==> src/rtl/ibus_wbuf.sv <==
// Posted-write buffer between the internal-bus master and the BSC; also hosts its entry queue.
// Latency: posted writes complete with zero wait states; pass-through accesses add no cycle.
// Backpressure: M_BUSY stalls the master when the queue is full or ordering requires a drain first.

// Generic circular queue: registered count, head visible combinationally.
module ibus_wbuf_fifo #(
    parameter int W     = 68,
    parameter int DEPTH = 4
) (
    input  logic                     clk,
    input  logic                     rst,
    input  logic                     push,
    input  logic [W-1:0]             push_dat,
    input  logic                     pop,
    output logic [W-1:0]             head_dat,
    output logic [$clog2(DEPTH):0]   count
);
    localparam int AW    = $clog2(DEPTH);
    localparam int CNT_W = AW + 1;
    localparam logic [CNT_W-1:0] CNT_ONE  = CNT_W'(1);
    localparam logic [CNT_W-1:0] PTR_LAST = CNT_W'(DEPTH - 1);

    logic [W-1:0]     mem [DEPTH];
    logic [CNT_W-1:0] wptr;
    logic [CNT_W-1:0] rptr;

    // Pointers wrap at DEPTH; count tracks occupancy so full and empty are unambiguous.
    always_ff @(posedge clk) begin
        if (rst) begin
            wptr  <= '0;
            rptr  <= '0;
            count <= '0;
        end else begin
            if (push) wptr <= (wptr == PTR_LAST) ? '0 : wptr + CNT_ONE;
            if (pop)  rptr <= (rptr == PTR_LAST) ? '0 : rptr + CNT_ONE;
            case ({push, pop})
                2'b10:   count <= count + CNT_ONE;
                2'b01:   count <= count - CNT_ONE;
                default: count <= count;
            endcase
        end
    end

    // Entry storage needs no reset: only slots between the pointers are ever read.
    always_ff @(posedge clk) begin
        if (push) mem[wptr[AW-1:0]] <= push_dat;
    end

    assign head_dat = mem[rptr[AW-1:0]];
endmodule

// Posted-write buffer top: address decode, drain FSM and output steering.
module ibus_wbuf #(
    parameter int DEPTH = 4
) (
    input  logic        CLK,
    input  logic        RST,
    input  logic        CE_R,
    input  logic        CE_F,
    input  logic [31:0] M_A,
    input  logic [31:0] M_DI,
    output logic [31:0] M_DO,
    input  logic [3:0]  M_BA,
    input  logic        M_WE,
    input  logic        M_REQ,
    input  logic        M_LOCK,
    output logic        M_BUSY,
    output logic [31:0] S_A,
    output logic [31:0] S_DO,
    input  logic [31:0] S_DI,
    output logic [3:0]  S_BA,
    output logic        S_WE,
    output logic        S_REQ,
    output logic        S_LOCK,
    input  logic        S_BUSY,
    output logic        FULL,
    output logic        EMPTY
);
    localparam int CNT_W = $clog2(DEPTH) + 1;
    localparam logic [CNT_W-1:0] CNT_ONE  = CNT_W'(1);
    localparam logic [CNT_W-1:0] CNT_FULL = CNT_W'(DEPTH);

    typedef struct packed {
        logic [31:0] a;
        logic [31:0] d;
        logic [3:0]  ba;
    } entry_t;

    typedef enum logic [1:0] {
        ST_IDLE  = 2'd0,
        ST_ISSUE = 2'd1,
        ST_WAIT  = 2'd2
    } state_t;

    state_t           state;
    entry_t           in_ent;
    entry_t           head;
    logic [CNT_W-1:0] count;
    logic             ext_area;
    logic             postable;
    logic             full;
    logic             empty;
    logic             push;
    logic             pop;
    logic             unused_ce_f;

    // The falling-phase enable exists only for port uniformity with sibling blocks.
    assign unused_ce_f = CE_F;

    // External areas are 0x0000_0000-0x07FF_FFFF and 0x2000_0000-0x27FF_FFFF (bit 29 ignored).
    assign ext_area = (M_A[31:30] == 2'b00) && (M_A[28:27] == 2'b00);
    assign postable = M_REQ & M_WE & ~M_LOCK & ext_area;

    // Flags are forced to their reset values while RST is high, before the count has cleared.
    assign full  = (count == CNT_FULL) & ~RST;
    assign empty = (count == '0) | RST;
    assign FULL  = full;
    assign EMPTY = empty;

    // A full queue refuses the push even if a pop happens on the same edge.
    assign push = ~RST & CE_R & postable & ~full;
    // The head leaves only once the BSC has finished with it, so it is stable for the transfer.
    assign pop  = (state == ST_WAIT) & CE_R & ~S_BUSY;

    assign in_ent = '{a: M_A, d: M_DI, ba: M_BA};

    ibus_wbuf_fifo #(
        .W     ($bits(entry_t)),
        .DEPTH (DEPTH)
    ) u_fifo (
        .clk      (CLK),
        .rst      (RST),
        .push     (push),
        .push_dat (in_ent),
        .pop      (pop),
        .head_dat (head),
        .count    (count)
    );

    // Drain FSM: issue the head, wait for the BSC to finish it, then pop and move on.
    always_ff @(posedge CLK) begin
        if (RST) begin
            state <= ST_IDLE;
        end else begin
            case (state)
                ST_IDLE: begin
                    // Leaving on the push edge makes S_REQ rise the very next cycle.
                    if (push || (count != '0)) state <= ST_ISSUE;
                end
                ST_ISSUE: begin
                    if (CE_R && !S_BUSY) state <= ST_WAIT;
                end
                ST_WAIT: begin
                    if (pop) state <= ((count > CNT_ONE) || push) ? ST_ISSUE : ST_IDLE;
                end
                default: state <= ST_IDLE;
            endcase
        end
    end

    // Output steering: drain the queue, else pass a non-postable access straight through, else idle.
    always_comb begin
        S_A    = '0;
        S_DO   = '0;
        S_BA   = '0;
        S_WE   = 1'b0;
        S_REQ  = 1'b0;
        S_LOCK = 1'b0;
        M_BUSY = 1'b0;
        if (RST) begin
            M_BUSY = 1'b1;
        end else if ((state != ST_IDLE) || !empty) begin
            if (state != ST_IDLE) begin
                S_A  = head.a;
                S_DO = head.d;
                S_BA = head.ba;
                S_WE = 1'b1;
            end
            S_REQ  = (state == ST_ISSUE);
            // Anything that is not postable must wait for all earlier writes to land.
            M_BUSY = postable ? full : M_REQ;
        end else if (M_REQ && !postable) begin
            S_A    = M_A;
            S_DO   = M_DI;
            S_BA   = M_BA;
            S_WE   = M_WE;
            S_REQ  = M_REQ;
            S_LOCK = M_LOCK;
            M_BUSY = S_BUSY;
        end
    end

    assign M_DO = S_DI;
endmodule
==> config.mk <==
export PLATFORM = sky130hd
export DESIGN_NAME = ibus_wbuf
export DESIGN_NICKNAME = d
export VERILOG_FILES = /design/src/rtl/ibus_wbuf.sv
export SDC_FILE = /design/constraint.sdc
export NUM_CORES = 1
export LEC_CHECK = 0
export CAP_MARGIN = 0
export CORE_MARGIN = 1.5
export CORE_UTILIZATION = 53
export DETAILED_ROUTE_END_ITERATION = 6
export MAX_ROUTING_LAYER = met4
export PLACE_DENSITY_LB_ADDON = 0.12
export RECOVER_POWER = 25
export SYNTH_ARGS = -nofsm -noshare
export SYNTH_HDL_FRONTEND = slang
export SYNTH_SLANG_ARGS = --single-unit
==> constraint.sdc <==
create_clock -name CLK -period 5.93 [get_ports CLK]
set_input_delay 1.186 -clock CLK [delete_from_list [all_inputs] [get_ports CLK]]
set_output_delay 1.186 -clock CLK [all_outputs]
set_load 0.01 [all_outputs]
==> impl_results.md, run 1 <==
* Status: completed
* Setup Skew at 12.61 ps
* Async SR Flop Fraction at 0%
* Total gr overflow at 0
* Sequential area share after synthesis at 68.47%
* Main synth FF type: edfxtp_1
* Worst setup path startpoint: M_A[28]
* PortBufs at 148
* Highest net fanout along the worst path at 67
* Worst setup SP type: input port
* Core Area at 0.02271 mm²
* Post-cts resize count at 0
* P_leak at 4.559 nW
* TritonCTS Buffers at 30
* Rows at 55
* Clock Pin Slew Worst Setup and Hold Paths at 60 ps
* RSZ-0062 raised after global routing: false
* Die X at 155.4 µm
* Synthesized flop and latch total at 285
* Warnings from Yosys at 0
* Worst-Skew Late Latency at 540 ps
* Critical Path AT at 3650 ps
* Final WL at 27760 µm
* Routed len/inst at 24.22 µm
* Endpoint class of the critical path: output pin
* Post-route DRC at 0
* Worst hold path stage count at 2
* CP endpoint: S_A[24]
* Worst Hold Class: flop to flop
* Placer Congestion at 0.7149
* Relative slew slack at 27.84%
* Critical Path RT at 4740 ps
* H-tree Lvls at 1
* R2R Setup Slk at 3010 ps
* Post-synth EDFFs at 272
* First-pass GRT wire length at 41840 µm
* Clk sink count at 285
* Slew at the pin closest to its max-slew limit at 1082 ps
* Yosys cell types at 45
* Setup Crit Path Kind: input port to output pin
* IO Pins at 214
* MaxCap Viol Count at 0
* Layout cells sized above 1 at 23.83%
* Hold buffers post-CTS at 0
* Largest net degree at the start of global routing at 75
* Detailed Routing Iterations Pass 1 at 6
* Vias at 7284
* Post-Syn Area per Cell at 16.79 µm²
* Initial antenna violation count at 6
* Post-Syn Instances at 733
* Vias per cell at 6.356
* Post-synthesis instance area at 0.01231 mm²
* Tcrit/Tclk final at 81.59%
* Max Slew Vio Count at 0
* Setup_tns at 0 ps
* DRT antenna net count at 0
* Total GRT Usage at 23.19%
* Vias in the first global route at 7487
* Die H at 155.4 µm
* Die area at 0.02415 mm²
* Max IR drop VDD at 0.2603 mV
* Root Driver: clkbuf_16
* P per Cell Area at 336.0 mW/mm²
* FF-to-FF Start: u_fifo.count[0]$_SDFFE_PP0P_
* Setup Buffers After CTS at 0
* DP HPWL at 15060 µm
* CTS tree: built
* Hold Vio Cnt, Final at 0
* Final setup fails at 0
* Starting Density at 54.20%
* Final nets at 951
* Reg2reg path depth at 6
* Final Critical Period at 4838 ps
* Area Overhead vs Synth at 19.39%
* Iter 0 DRT Violations at 905
* CTS Buffer Depth at 3
* Final Hold Slack at 476.3 ps
* F_max at 206.7 MHz
* Syn Nets at 851
* Worst R2R End: u_fifo.mem[2][13]$_DFFE_PP_
metal layers:
metal	track usage, %	part of all wire [%]
met3	3.565	6.7
met5	-	0
met2	38.95	50
met4	6.576	2.3
met1	29.46	41
stage by stage:
| stage | cells | worst slack [ps] | util, % | total power [mW] | instance area [µm²] |
|---|---|---|---|---|---|
| after CTS | 1141 | 1144 | 64.66 | 4.972 | 14680 |
| after global routing | 1146 | 987.9 | 64.72 | 5.107 | 14700 |
| after floorplan | 733 | 423.5 | - | 2.863 | 12310 |
| after detailed placement | 1086 | 1155 | 60.62 | 3.245 | 13770 |
| after global placement | 1086 | 1192 | 60.62 | 3.236 | 13770 |
| final | 1146 | 1092 | 64.72 | 4.938 | 14700 |
cells in the final DEF (no fill, tap or decap), types with 2 or more instances in the layout:
cell	count
o21ai_0	4
clkinv_1	4
a211oi_1	69
edfxtp_1	272
diode_2	5
clkdlybuf4s50_1	104
clkbuf_8	2
clkbuf_1	13
nand2b_1	10
clkinv_2	4
and4b_1	2
dlygate4sd3_1	43
clkbuf_16	31
ha_1	10
dfxtp_1	12
xor2_1	2
inv_1	7
buf_12	2
a21oi_1	7
mux2i_1	4
nand3b_1	2
and2_4	3
a222oi_1	67
buf_4	14
nor2_1	7
mux2_2	134
kinds of logic (layout without fill, tap and decap cells):
group,after synthesis,in the layout,share of synthesized area (%)
xor gates and xnor gates,2,2,0.1423
DFF,285,285,68.47
other,0,5,0
adders and majority gates,10,10,1.016
muxes,139,139,12.77
buffers and inverters,103,226,4.625
and+or+nand+nor,38,38,2.257
AOI/OAI and AO/OA,156,156,10.72
synthesized netlist by cell type (2+ instances only):
cell type	instances	area, µm²
edfxtp_1	272	8168
mux2_2	134	1509
a211oi_1	69	518.0
a222oi_1	67	670.6
buf_4	38	285.3
clkbuf_1	32	120.1
buf_2	23	115.1
dfxtp_1	13	260.3
ha_1	10	125.1
nand2b_1	10	62.56
nor2_1	8	30.03
a21oi_1	7	35.03
inv_1	7	26.28
mux2i_1	4	40.04
o21ai_0	4	20.02
and2_2	3	22.52
and4b_1	2	20.02
nand3b_1	2	15.01
xor2_1	2	17.52
flip-flops by register name, indices dropped and copies added (netlist names), named ones only:
register,cells
state,2
u_fifo.count,3
u_fifo.wptr,3
u_fifo.mem,272
u_fifo.rptr,3
layout make-up:
| class | count | area, µm² |
|---|---|---|
| Sequential cell | 285 | 8432 |
| Timing Repair Buffer | 163 | 1617 |
| Fill cell | 1637 | 8013 |
| Clock inverter | 9 | 65.06 |
| Inverter | 8 | 30.03 |
| Antenna cell | 5 | 12.51 |
| Clock buffer | 46 | 852.1 |
| Multi-Input combinational cell | 345 | 3332 |
| Tap cell | 285 | 356.6 |
power by group:
part / leakage (nW) / internal [mW] / switching, mW
combinational: 1.56 / 0.445 / 0.538
sequential: 2.55 / 2.21 / 0.0128
clock: 0.448 / 1.02 / 0.712
total: 4.56 / 3.67 / 1.26
worst min-delay path by stage:
stage                                      from                          end  slack (ps)
floorplan           u_fifo.rptr[2]$_SDFFE_PP0P_  u_fifo.rptr[2]$_SDFFE_PP0P_         420
finish              u_fifo.wptr[2]$_SDFFE_PP0P_  u_fifo.wptr[2]$_SDFFE_PP0P_         480
global route        u_fifo.wptr[2]$_SDFFE_PP0P_  u_fifo.wptr[2]$_SDFFE_PP0P_         500
detailed placement  u_fifo.wptr[2]$_SDFFE_PP0P_  u_fifo.wptr[2]$_SDFFE_PP0P_         460
global placement    u_fifo.rptr[2]$_SDFFE_PP0P_  u_fifo.rptr[2]$_SDFFE_PP0P_         430
CTS                 u_fifo.wptr[2]$_SDFFE_PP0P_  u_fifo.wptr[2]$_SDFFE_PP0P_         470
critical path, cell delays in order:
cell	delay [ps]
dlygate4sd3_1	610
nand4bb_1	430
o21ai_4	280
buf_12	360
a211oi_1	200
clkdlybuf4s50_1	560
No activity file was read; power rests on OpenSTA's default activity.
==> run 2: changes to the inputs <==
--- a/config.mk
+++ b/config.mk
@@ -7,7 +7,7 @@
 export LEC_CHECK = 0
 export CAP_MARGIN = 0
 export CORE_MARGIN = 1.5
-export CORE_UTILIZATION = 53
+export CORE_UTILIZATION = 48
 export DETAILED_ROUTE_END_ITERATION = 6
 export MAX_ROUTING_LAYER = met4
 export PLACE_DENSITY_LB_ADDON = 0.12
==> constraint.sdc (replaced) <==
create_clock -name CLK -period 4.4 [get_ports CLK]
set_input_delay 0.88 -clock CLK [delete_from_list [all_inputs] [get_ports CLK]]
set_output_delay 0.88 -clock CLK [all_outputs]
set_load 0.01 [all_outputs]
==> impl_results.md, run 2 (same netlist as run 1, synthesis figures left out) <==
* Status: completed
* Core Area at 0.02518 mm² (+11%)
* Grt met2 use at 35.00% (-3.9 points)
* Critical Path AT at 3320 ps (-330 ps)
* Post-cts resize count at 0 (unchanged)
* CTS Buffer Depth at 3 (unchanged)
* TritonCTS Buffers at 30 (unchanged)
* Hold Vio Cnt, Final at 0 (unchanged)
* Met3 track demand over resource at 4.165% (+0.60 points)
* Detailed Routing Iterations Pass 1 at 7 (+1)
* R2R Setup Slk at 1700 ps (-1310 ps)
* Filler cell count at 1866 (+14%)
* Slew at the pin closest to its max-slew limit at 1036 ps (-45.93 ps)
* Placer Congestion at 0.7710 (+7.8%)
* Max IR drop VDD at 0.2946 mV (+13%)
* Final nets at 959 (+0.84%)
* Placed Cells at 1139 (+4.9%)
* F_max at 237.9 MHz
* Clock Pin Slew Worst Setup and Hold Paths at 60 ps (about the same)
* Worst Hold Class: flop to flop
* H-tree Lvls at 1 (unchanged)
* Setup Buffers After CTS at 0 (unchanged)
* DP HPWL at 15230 µm (+1.1%)
* Final WL at 27560 µm (-0.70%)
* Vias in the first global route at 7419 (-0.91%)
* Endpoint class of the critical path: output pin
* Final setup fails at 0 (unchanged)
* Relative slew slack at 30.90% (+3.1 points)
* Highest net fanout along the worst path at 45 (-33%)
* Starting Density at 48.88% (-5.3 points)
* Largest net degree at the start of global routing at 95 (+27%)
* Worst setup SP type: flop
* Die area at 0.02661 mm² (+10%)
* Setup Skew at 12.55 ps (-0.06210 ps)
* Met1 Use GR at 26.29% (-3.2 points)
* Most Crowded Layer GR: met2
* Root Driver: clkbuf_16
* DRT antenna net count at 0 (unchanged)
* Setup Crit Path Kind: flop to output pin
* Final Critical Period at 4203 ps
* Layout cells sized above 1 at 25.66% (+1.8 points)
* Vias at 7280 (-0.055%)
* Commonest non-fill, non-tap cell in the layout: edfxtp_1
* Iter 0 DRT Violations at 812 (-10%)
* Final non-filler cell total at 1199 (+4.6%)
* Post-route DRC at 0 (unchanged)
* PnR Total Power at 6.922 mW (+40%)
* Rows at 58 (+5.5%)
* MaxCap Viol Count at 0 (unchanged)
* First-pass GRT wire length at 41680 µm (-0.39%)
* CTS tree: built
* Hold buffers post-CTS at 0 (unchanged)
* PortBufs at 148 (unchanged)
* Vias per cell at 6.072 (-4.5%)
* Worst-Skew Late Latency at 550 ps (about the same)
* Register Area at 0.008432 mm² (unchanged)
* Area Overhead vs Synth at 21.94%
* Initial antenna violation count at 4 (-2)
* P_leak at 4.679 nW (+2.6%)
* IO Pins at 214 (unchanged)
* Routed len/inst at 22.99 µm (-5.1%)
* Max Slew Vio Count at 0 (unchanged)
* Die H at 163.1 µm (+5.0%)
* Tcrit/Tclk final at 95.53%
* P per Cell Area at 461.2 mW/mm² (+37%)
* Number of flip-flops in the largest register at 272 (unchanged)
* Die X at 163.1 µm (+5.0%)
* Critical Path RT at 3520 ps (-1220 ps)
* Final core occ at 59.60% (-5.1 points)
* Total gr overflow at 0 (unchanged)
* Multi-input gate area at 0.003332 mm² (unchanged)
* Clk sink count at 285 (unchanged)
* Commonest cells after routing, fill and taps aside: 272 x edfxtp_1, 134 x mux2_2, 104 x clkdlybuf4s50_1
* Total GRT Usage at 20.97% (-2.2 points)
* Final Hold Slack at 445.3 ps (-30.92 ps)
-- run 2: cell types whose count changed in the layout (fill, tap and decap cells not counted) --
cell / change
buf_12: +7
buf_2: +1
bufinv_16: +3
clkbuf_1: -8
clkbuf_8: +2
clkinv_1: -1
clkinv_2: +3
clkinvlp_4: +2
diode_2: -1
-- run 2: critical path, cell delays in order (launching register included) --
cell	delay (ps)
dfxtp_1	330
inv_1	140
ha_1	280
nor4b_4	310
buf_4	510
a222oi_1	220
a211oi_1	360
clkdlybuf4s50_1	630
-- run 2: per-layer routing --
| metal | up-vias | part of all wire, % |
|---|---|---|
| met5 | - | 0 |
| met4 | 0 | 1.6 |
| met3 | 45 | 7.2 |
| met2 | 298 | 50 |
| met1 | 3696 | 41 |
| li1 | 3241 | - |
-- run 2: layout make-up --
class | count | area share, %
clock inverter | 16 | 1.209
sequential | 285 | 56.18
timing repair buffer | 171 | 11.74
antenna | 4 | 0.06669
clock buffer | 40 | 5.660
multi-input combinational | 345 | 22.20
tap | 330 | 2.751
inverter | 8 | 0.2001
-- run 2: through the flow --
stage	TNS [ps]	area [µm²]	setup slack, ps
after floorplan	0	12310	339.8
after global placement	0	13970	367.7
after detailed placement	0	13970	327.5
after CTS	0	15000	186.8
after global routing	-1.604	15010	-1.604
final	0	15010	196.8
-- run 2: path summary, 6_finish.rpt --
check / endpoint / from / cells past startpoint
setup / recovery: S_DO[10] / u_fifo.count[1]$_SDFFE_PP0P_ / 7
hold / removal: u_fifo.wptr[2]$_SDFFE_PP0P_ / u_fifo.wptr[2]$_SDFFE_PP0P_ / 2
setup reg to reg: u_fifo.mem[0][8]$_DFFE_PP_ / u_fifo.count[0]$_SDFFE_PP0P_ / 6
hold reg to reg: u_fifo.wptr[2]$_SDFFE_PP0P_ / u_fifo.wptr[2]$_SDFFE_PP0P_ / 2
-- run 2: power by group --
| group | switching, mW | internal, mW |
|---|---|---|
| Sequential | 0.0166 | 2.97 |
| Clock | 0.987 | 1.58 |
| Combinational | 0.734 | 0.628 |
| Total | 1.74 | 5.18 |
==> run 3: changes to the inputs <==
--- a/config.mk
+++ b/config.mk
@@ -5,6 +5,7 @@
 export SDC_FILE = /design/constraint.sdc
 export NUM_CORES = 1
 export LEC_CHECK = 0
+export ABC_AREA = 1
 export CAP_MARGIN = 0
 export CORE_MARGIN = 1.5
 export CORE_UTILIZATION = 48
==> impl_results.md, run 3 <==
* P_leak at 5.436 nW (+16%)
* Tcrit/Tclk final at 92.06% (-3.5 points)
* Top cells by area, synth: edfxtp_1 64%, nor2_1 8.6%, o21ai_0 5.7%
* DRT antenna net count at 0 (unchanged)
* Area share of the largest cell type after synthesis at 63.95% (-2.4 points)
* Post-synthesis instance area at 0.01277 mm² (+3.8%)
* PnR worst setup slack at 349.3 ps (+152.5 ps)
* Critical Path RT at 3520 ps (about the same)
* TritonCTS Buffers at 30 (unchanged)
* Placer Congestion at 0.7186 (-6.8%)
* Synthesized flop and latch total at 285 (unchanged)
* Worst Hold Class: flop to flop
* Syn Nets at 1305 (+53%)
* CTS tree: built
* Final setup fails at 0 (unchanged)
* Vias at 8630 (+19%)
* Fin area at 0.01523 mm² (+1.5%)
* Mux contribution to synthesized area at 0% (-13 points)
* Clk sink count at 285 (unchanged)
* Die X at 166.1 µm (+1.8%)
* Crit-path cells: clkdlybuf4s50_1 -> nor2_1 -> nand2_1 -> nor2_1 -> nor2_2 -> nor2_1 -> nor2_4 -> buf_12 -> nand2_1 -> nor2_1 -> clkdlybuf4s50_1
* PnR Total Power at 7.135 mW (+3.1%)
* Total GRT Usage at 20.64% (-0.32 points)
* R2R Setup Slk at 1930 ps (+230 ps)
* Slew at the pin closest to its max-slew limit at 877.3 ps (-159.2 ps)
* Max Slew Vio Count at 0 (unchanged)
* Post-Syn Instances at 1187 (+62%)
* Largest family of logic cells by synthesized area: simple AND/OR/NAND/NOR gates
* DP HPWL at 15300 µm (+0.45%)
* Multi-input gate area at 0.003578 mm² (+7.4%)
* Setup WS pre-CTS at 365.5 ps (+38.02 ps)
* CTS Buffer Depth at 3 (unchanged)
* Worst R2R End: u_fifo.mem[3][39]$_DFFE_PP_
* Status: completed
* Worst setup SP type: input port
* Filler cell count at 2221 (+19%)
* Area Overhead vs Synth at 19.24%
* Sequential area share after synthesis at 65.99% (-2.5 points)
* First-pass GRT wire length at 44240 µm (+6.2%)
* Register Area at 0.008432 mm² (unchanged)
* Xor-xnor portion of the synthesized cell area at 0.1371% (-0.0052 points)
* Warnings from Yosys at 0 (unchanged)
* Synth top cells by count: 292 x nor2_1, 272 x edfxtp_1, 146 x o21ai_0, 93 x nand2_1, 73 x a21oi_1
* Max IR drop VDD at 0.3221 mV (+9.3%)
* Highest net fanout along the worst path at 34 (-24%)
* Detailed Routing Iterations Pass 1 at 4 (-3)
* Post-synth EDFFs at 272 (unchanged)
* Total gr overflow at 0 (unchanged)
* Worst hold path stage count at 2 (unchanged)
* Async SR Flop Fraction at 0% (unchanged)
* Endpoint class of the critical path: output pin
* Clock Pin Slew Worst Setup and Hold Paths at 60 ps (about the same)
* Iter 0 DRT Violations at 550 (-32%)
* Root Driver: clkbuf_16
* Post-cts resize count at 0 (unchanged)
* Starting Density at 49.01% (+0.13 points)
* Final WL at 27830 µm (+0.96%)
* Post-route DRC at 0 (unchanged)
* IO Pins at 214 (unchanged)
* Relative slew slack at 41.43% (+11 points)
* Yosys cell types at 28 (-38%)
* Setup Skew at 17.24 ps (+4.692 ps)
* F_max at 246.9 MHz (+3.8%)
* Synth Area in Compound Gates at 11.29% (+0.56 points)
* Number of flip-flops in the largest register at 272 (unchanged)
* Largest area contributor in the netlist: edfxtp_1
* Final Critical Period at 4051 ps (-152.5 ps)
* FF-to-FF Start: u_fifo.count[0]$_SDFFE_PP0P_
* Setup Crit Path Kind: input port to output pin
* Setup_tns at 0 ps (unchanged)
* Critical Path AT at 3170 ps (-150 ps)
* Worst-Skew Late Latency at 540 ps (about the same)
* Vias per cell at 5.259 (-13%)
* Die area at 0.02760 mm² (+3.7%)
* Post-synthesis simple-gate area fraction at 15.38% (+13 points)
* Largest net degree at the start of global routing at 69 (-27%)
* Setup Buffers After CTS at 0 (unchanged)
* Hold buffers post-CTS at 0 (unchanged)
* Vias in the first global route at 8408 (+13%)
* Layout cells sized above 1 at 9.440% (-16 points)
* Reg2reg path depth at 8 (+2)
* Most frequent cell after synthesis: nor2_1
* Critical Path Slowest Stage Cell: clkdlybuf4s50_1
* PortBufs at 148 (unchanged)
* Hold path endpoint: u_fifo.rptr[2]$_SDFFE_PP0P_
* Adder-Cell Fraction of Synth Area at 0.9796% (-0.037 points)
* Hold Vio Cnt, Final at 0 (unchanged)
* RSZ-0062 raised after global routing: false
* Most frequent CP cell: nor2_1
* Final nets at 1401 (+46%)
* Initial antenna violation count at 3 (-1)
* MaxCap Viol Count at 0 (unchanged)
* HP Start: u_fifo.rptr[2]$_SDFFE_PP0P_
* P per Cell Area at 468.5 mW/mm² (+1.6%)
* H-tree Lvls at 1 (unchanged)
* Placed Area at 0.01428 mm² (+2.2%)
* Core Area at 0.02606 mm² (+3.5%)
* Max stage delay on crit path at 610 ps (-20 ps)
* Commonest cells after routing, fill and taps aside: 288 x nor2_1, 272 x edfxtp_1, 146 x o21ai_0
* Main synth FF type: edfxtp_1
* Rows at 59 (+1.7%)
* Commonest non-fill, non-tap cell in the layout: nor2_1
* Post-Syn Area per Cell at 10.76 µm² (-36%)
* Die H at 166.1 µm (+1.8%)
* Routed len/inst at 16.96 µm (-26%)
-- run 3: logic make-up (layout without fill, tap and decap cells) --
group	count (synthesis)	after routing
other	0	3
adder cells (fa/ha/maj)	10	10
AO/OA/AOI/OAI	287	287
XOR/XNOR	2	2
AND/OR/NAND/NOR	465	465
flip-flops	285	285
buffers and inverters	138	254
-- run 3: worst max-delay path by stage --
stage | from | to | slack, ps | depth (start not counted)
floorplan | RST | u_fifo.mem[0][0]$_DFFE_PP_ | -520 | 8
global placement | M_A[28] | S_DO[2] | 360 | 11
detailed placement | M_A[28] | S_DO[2] | 370 | 11
CTS | M_A[28] | S_DO[2] | 350 | 11
global route | M_A[28] | S_DO[2] | 210 | 11
finish | M_A[28] | S_DO[2] | 350 | 11
-- run 3: layout make-up --
class	count	area share [%]
multi-input cells	764	23.50
diodes	3	0.04929
well taps	335	2.752
flip-flops and latches	285	55.36
clock buffers	35	5.192
clock inverters	17	1.002
inverters	31	0.7887
repair buffers	171	11.35
-- run 3: power breakdown --
part           internal, mW  switching [mW]  total (mW)  leakage, nW
sequential             2.98          0.0126        2.99         2.55
clock                  1.44           0.957        2.40        0.461
combinational         0.724            1.02        1.75         2.43
-- run 3: through the flow --
step                cells  hold slack [ps]  utilization, %
floorplan            1187            432.3               -
global placement     1586            441.3           54.79
detailed placement   1586            444.9           54.79
CTS                  1638            454.4           58.41
global route         1641            494.1           58.44
finish               1641            450.7           58.44
-- run 3: worst max-delay path, delay by kind of cell --
| family | cells | cell delay [ps] |
|---|---|---|
| simple gates | 8 | 860 |
| buf+inv | 3 | 1400 |
-- run 3: per-layer routing --
| metal | part of all wire, % | routed length (µm) | track usage [%] | up-vias |
|---|---|---|---|---|
| li1 | - | - | - | 4239 |
| met1 | 44 | 12250 | 26.12 | 4106 |
| met2 | 49 | 13610 | 35.07 | 237 |
| met3 | 5.1 | 1425 | 3.074 | 48 |
| met4 | 1.9 | 535 | 5.014 | 0 |
| met5 | 0 | 0 | - | - |
